<file path="src/rtl/sort_cell_bank.sv">
// sort_cell_bank: streaming insertion-sort cell that keeps the DEPTH strongest
// values in a sorted bank, forwards the evicted value downstream, and drains
// the bank weakest-first on an end-of-stream token. Uses the ap_ctrl_chain
// start/done/continue handshake with FIFO read/write interfaces.
module sort_cell_bank #(
  parameter int unsigned       DATA_W   = 32,
  parameter int unsigned       DEPTH    = 4,
  parameter bit                SIGNED   = 1'b1,
  parameter bit                DESCEND  = 1'b0,
  parameter logic [DATA_W-1:0] INIT_VAL = '0
) (
  input  logic              ap_clk,
  input  logic              ap_rst,
  input  logic              ap_start,
  input  logic              start_full_n,
  output logic              ap_done,
  input  logic              ap_continue,
  output logic              ap_idle,
  output logic              ap_ready,
  output logic              start_out,
  output logic              start_write,
  input  logic [DATA_W:0]   in_V_dout,
  input  logic              in_V_empty_n,
  output logic              in_V_read,
  output logic [DATA_W:0]   out_V_din,
  input  logic              out_V_full_n,
  output logic              out_V_write
);

  localparam int unsigned      IDX_W    = (DEPTH > 1) ? $clog2(DEPTH) : 1;
  localparam logic [IDX_W-1:0] LAST_IDX = IDX_W'(DEPTH - 1);

  typedef enum logic {ST_RUN, ST_DRAIN} state_e;

  state_e            state_q, state_d;
  logic [DATA_W-1:0] slot_q [DEPTH];
  logic [DATA_W-1:0] slot_d [DEPTH];
  logic [DATA_W-1:0] ins    [DEPTH];
  logic [IDX_W-1:0]  idx_q, idx_d;
  logic              done_reg_q, done_reg_d;
  logic              start_once_q, start_once_d;

  logic [DATA_W-1:0] x;
  logic              x_last;
  logic [DATA_W-1:0] drain_word;
  logic              real_start;
  logic              fire;
  logic              done_now;

  assign x      = in_V_dout[DATA_W-1:0];
  assign x_last = in_V_dout[DATA_W];

  // Strict "a is stronger than b" under the configured order and signedness.
  function automatic logic beats(input logic [DATA_W-1:0] a, input logic [DATA_W-1:0] b);
    logic gt;
    if (SIGNED) gt = DESCEND ? ($signed(a) < $signed(b)) : ($signed(a) > $signed(b));
    else        gt = DESCEND ? (a < b) : (a > b);
    return gt;
  endfunction

  // a is stronger than or equal to b.
  function automatic logic ge(input logic [DATA_W-1:0] a, input logic [DATA_W-1:0] b);
    return !beats(b, a);
  endfunction

  // Bank after evicting slot[0] and inserting x above every equal-or-weaker slot.
  // Each slot takes its upper neighbour if x outranks that neighbour, otherwise x
  // if x outranks this slot, otherwise keeps its value; the bank being sorted
  // makes this equivalent to a shift-down-and-insert.
  always_comb begin
    ins = slot_q;
    for (int unsigned i = 0; i + 1 < DEPTH; i++) begin
      if (ge(x, slot_q[i+1]))   ins[i] = slot_q[i+1];
      else if (ge(x, slot_q[i])) ins[i] = x;
      else                       ins[i] = slot_q[i];
    end
    ins[DEPTH-1] = ge(x, slot_q[DEPTH-1]) ? x : slot_q[DEPTH-1];
  end

  // Handshake, datapath steering and next-state selection.
  always_comb begin
    state_d      = state_q;
    slot_d       = slot_q;
    idx_d        = idx_q;
    fire         = 1'b0;
    done_now     = 1'b0;
    in_V_read    = 1'b0;
    out_V_write  = 1'b0;
    out_V_din    = '0;
    drain_word   = slot_q[0];
    for (int unsigned i = 0; i < DEPTH; i++) begin
      if (idx_q == IDX_W'(i)) drain_word = slot_q[i];
    end

    real_start = (!start_full_n && !start_once_q) ? 1'b0 : ap_start;

    case (state_q)
      ST_RUN: begin
        fire = real_start & in_V_empty_n & out_V_full_n & ~done_reg_q;
        if (fire) begin
          in_V_read   = 1'b1;
          out_V_write = 1'b1;
          if (beats(x, slot_q[0])) begin
            out_V_din = {1'b0, slot_q[0]};
            slot_d    = ins;
          end else begin
            out_V_din = {1'b0, x};
          end
          if (x_last) begin
            state_d = ST_DRAIN;
            idx_d   = '0;
          end else begin
            done_now = 1'b1;
          end
        end
      end
      ST_DRAIN: begin
        if (out_V_full_n) begin
          out_V_write = 1'b1;
          out_V_din   = {(idx_q == LAST_IDX), drain_word};
          if (idx_q == LAST_IDX) begin
            done_now = 1'b1;
            state_d  = ST_RUN;
            idx_d    = '0;
            for (int unsigned i = 0; i < DEPTH; i++) slot_d[i] = INIT_VAL;
          end else begin
            idx_d = idx_q + 1'b1;
          end
        end
      end
      default: state_d = ST_RUN;
    endcase

    ap_ready    = done_now;
    ap_done     = done_reg_q | done_now;
    ap_idle     = (state_q == ST_RUN) & ~real_start;
    start_out   = real_start;
    start_write = real_start & ~start_once_q;

    if (ap_continue)  done_reg_d = 1'b0;
    else if (ap_done) done_reg_d = 1'b1;
    else              done_reg_d = done_reg_q;

    if (ap_ready)        start_once_d = 1'b0;
    else if (real_start) start_once_d = 1'b1;
    else                 start_once_d = start_once_q;
  end

  // State, bank and handshake registers with synchronous reset.
  always_ff @(posedge ap_clk) begin
    if (ap_rst) begin
      state_q      <= ST_RUN;
      idx_q        <= '0;
      done_reg_q   <= 1'b0;
      start_once_q <= 1'b0;
      for (int unsigned i = 0; i < DEPTH; i++) slot_q[i] <= INIT_VAL;
    end else begin
      state_q      <= state_d;
      idx_q        <= idx_d;
      done_reg_q   <= done_reg_d;
      start_once_q <= start_once_d;
      slot_q       <= slot_d;
    end
  end

endmodule

</file>
<file path="config.mk">
export PLATFORM = sky130hd
export DESIGN_NAME = sort_cell_bank
export DESIGN_NICKNAME = d
export VERILOG_FILES = /design/src/rtl/sort_cell_bank.sv
export SDC_FILE = /design/constraint.sdc
export NUM_CORES = 1
export LEC_CHECK = 0
export BUFFER_PORTS_ARGS = -buffer_cell sky130_fd_sc_hd__buf_2
export CAP_MARGIN = 5
export CORE_MARGIN = 2
export CORE_UTILIZATION = 60
export CTS_CLUSTER_SIZE = 16
export DETAILED_ROUTE_END_ITERATION = 10
export PLACE_DENSITY = 0.8
export SYNTH_ARGS = -nofsm -noshare
export SYNTH_HDL_FRONTEND = slang
export SYNTH_SLANG_ARGS = --single-unit
</file>
<file path="constraint.sdc">
create_clock -name ap_clk -period 4.8 [get_ports ap_clk]
set_input_delay 0.48 -clock ap_clk [delete_from_list [all_inputs] [get_ports ap_clk]]
set_output_delay 0.48 -clock ap_clk [all_outputs]
set_load 0.02 [all_outputs]
</file>
==> flow_summary.toml <==
[outcome]
status = "complete, no violations"

[place]
dp_cells = 1394
place_ws_ns = 0.839
dpl-instance-area_um2 = 10700
place_congestion = 0.936
post-dp-hpwl_um = 21600
port_buffers = 79

[critical_path]
arrival_ns = 3.76
setup.worst_path.start_class = "flip-flop"
end_kind = "primary output"
crit_fanout = 15
worstPathCellList = "inv_1, ha_1, a21oi_1, o21ai_0, a221oi_2, o211ai_1, nor4_2, nor2_4, buf_4, mux2i_1, o22ai_1, buf_2"
worst-setup-path-type = "flip-flop to primary output"
slowest_delay_ns = 0.62
cp_data_required_time_ns = 4.32
r2r-start = "slot_q[115]"
critPathLaunch = "slot_q[115]"
reg2reg_depth = 12
slowest_stage = "nor4_2"
timing.rr.end = "slot_q[116]"
r2r_setup_slack_ns = 0.92
crit_end = "out_V_din[25]"

[drt]
ant_nets = 0
wl_per_cell_um = 22.0
viasPerCell = 6.95
drt_iter0_drc = 1140
finalWirelength_um = 31400
first_pass_iters = 7
vias = 9912
route.detailed.drc = 0

[logic_synthesis]
synthDistinctLibCells = 63
ys.flop_type = "dfxtp_1"
synthesis.nets = 1321
synth_edf_count = 0
ys_seq_area_frac = 0.263
ys_async_sr_fraction = 0
mappedNetlistArea_um2 = 10100
syn-instance-count = 1150
synth_seq_cells = 133
ys.warnings.count = 0
avgSynthCellArea_um2 = 8.81

[die]
die_h_um = 134
num_rows = 47
start_util = 0.613
dieArea_um2 = 17900
die_w_um = 134
ioPinCount = 80
core-area_um2 = 16500

[cts]
clk_latency_ns = 0.44
clkTransAtPathRegs_ns = 0.06
root_buffer = "clkbuf_16"
cts_htree_levels = 4
cts_max_path_buffers = 2
cts_made_buffers = 17
cts_resized = 0
cts_tree = "yes"
post-cts-setup-buffer-count = 0
cts_hold_buf = 0
numClockSinks = 133

[cells_and_area]
final_cell_area_um2 = 11300
final_cells = 1426
area_growth_pct = 11.1
fin_nets = 1364
antenna_cells = 0
post-route-util = 0.681
drive_above_1_share = 0.143
fillers = 1322

[run]
cap_violations = 0

[timing]
drv_slew = 0
fin_worst_skew_ns = 0.0119
final.min_clock_period_ns = 4.24
setup_tns_ns = 0
tightest_slew_ns = 0.895
worst_hold_slack_ns = 0.187
period_share = 0.883
relSlewSlack = 0.403
fin_ws_ns = 0.560
hold_viol = 0
setup_viol = 0
rsz0062_at_grt = "no"
fmax_mhz = 236

[global_route]
grt_pass1_vias = 9580
grt_antenna_before_repair = 0
track_usage = 0.353
grt_overflow_total = 0
grt_pass1_wl_um = 50600
grt_max_degree = 66

[worst_hold_path]
hp-class = "primary input to flip-flop"

[power]
powerDensity_nw_per_um2 = 258
vdd_drop_max_uv = 261
power.total_mw = 2.91
total_leakage_power_nw = 4.83
==> final cells by class <==
type	count	area [um^2]	share of cell area
clock buffers	21	470	0.0418
clock inverters	11	126	0.0112
inverters	74	278	0.0247
multi-input cells	859	6820	0.606
flip-flops and latches	133	2660	0.236
well taps	220	275	0.0244
repair buffers	108	626	0.0556
==> cells by family (layout without fill, tap and decap cells) <==
| kind of cell | Yosys count | after routing | share of synthesized area |
|---|---|---|---|
| DFF | 133 | 133 | 0.263 |
| adders and majority gates | 131 | 131 | 0.162 |
| muxes | 129 | 129 | 0.128 |
| and+or+nand+nor | 229 | 229 | 0.124 |
| AOI/OAI and AO/OA | 370 | 370 | 0.255 |
| buffers and inverters | 158 | 214 | 0.0684 |
==> critical path: cells and delay by family, from the launching register on <==
kind,cells,cell delay [ns]
mux,1,0.16
simple gates,2,0.70
flops,1,0.37
compound gates,5,1.21
fa+ha+maj,1,0.31
buf+inv,3,0.55
==> per-layer routing <==
metal / vias to the layer above / routed length, um / share of wire / track usage
met3: 112 / 2740 / 0.087 / 0.0714
li1: 4544 / - / - / -
met2: 525 / 14000 / 0.45 / 0.553
met1: 4731 / 13400 / 0.43 / 0.465
met4: 0 / 1250 / 0.040 / 0.174
met5: - / 0 / 0 / 0
==> synthesized netlist by cell type (all sizes together), types with 33 or more instances <==
| master | n | area share |
|---|---|---|
| dfxtp | 133 | 0.26 |
| ha | 131 | 0.16 |
| mux2i | 128 | 0.13 |
| a21oi | 117 | 0.058 |
| nor2 | 78 | 0.029 |
| inv | 73 | 0.027 |
| o22ai | 63 | 0.039 |
| buf | 42 | 0.025 |
| clkbuf | 42 | 0.016 |
| nor4 | 39 | 0.032 |
| o211ai | 38 | 0.029 |
| nand2 | 33 | 0.012 |
| o2bb2ai | 33 | 0.029 |
==> registers in the layout, summed over array words and instances (netlist names) <==
| signal | cells |
|---|---|
| slot_q | 128 |
| idx_q | 2 |
| state_q | 1 |
| done_reg_q | 1 |
| start_once_q | 1 |
==> worst min path at each step <==
stage | from | end | slack [ns] | cells after the start
floorplan | slot_q[96] | slot_q[96] | 0.46 | 2
global placement | slot_q[74] | slot_q[74] | 0.49 | 1
detailed placement | slot_q[83] | slot_q[83] | 0.50 | 1
CTS | ap_continue | done_reg_q | 0.19 | 2
global route | ap_continue | done_reg_q | 0.18 | 2
finish | ap_continue | done_reg_q | 0.19 | 2
==> where the power goes <==
part | switching [mW] | internal [mW]
Combinational | 0.291 | 0.152
Sequential | 0.0129 | 1.12
Clock | 0.530 | 0.805
Total | 0.833 | 2.07
==> cells in the final DEF, fill, tap and decap left out, types with 4 or more instances in the layout <==
cell type   count
nor3_1          8
nor2_1         76
a221o_1        32
a21o_1          8
nand3_1        16
nor2b_1         6
buf_2          79
mux2i_1       127
a221oi_1        4
nand4_1        24
buf_4          28
dfxtp_1       133
o21ai_0        13
or3_1           6
inv_1          73
o41ai_1        32
clkinvlp_4      4
and4_1          4
o22ai_1        63
a21oi_1       116
nor4_1         27
nor4_2         11
clkbuf_16      17
o211ai_1       37
o2bb2ai_1      33
ha_1          128
o21a_1          5
nand2_1        33
o211a_1         4
Note: power is estimated with default switching activity, not from simulation.
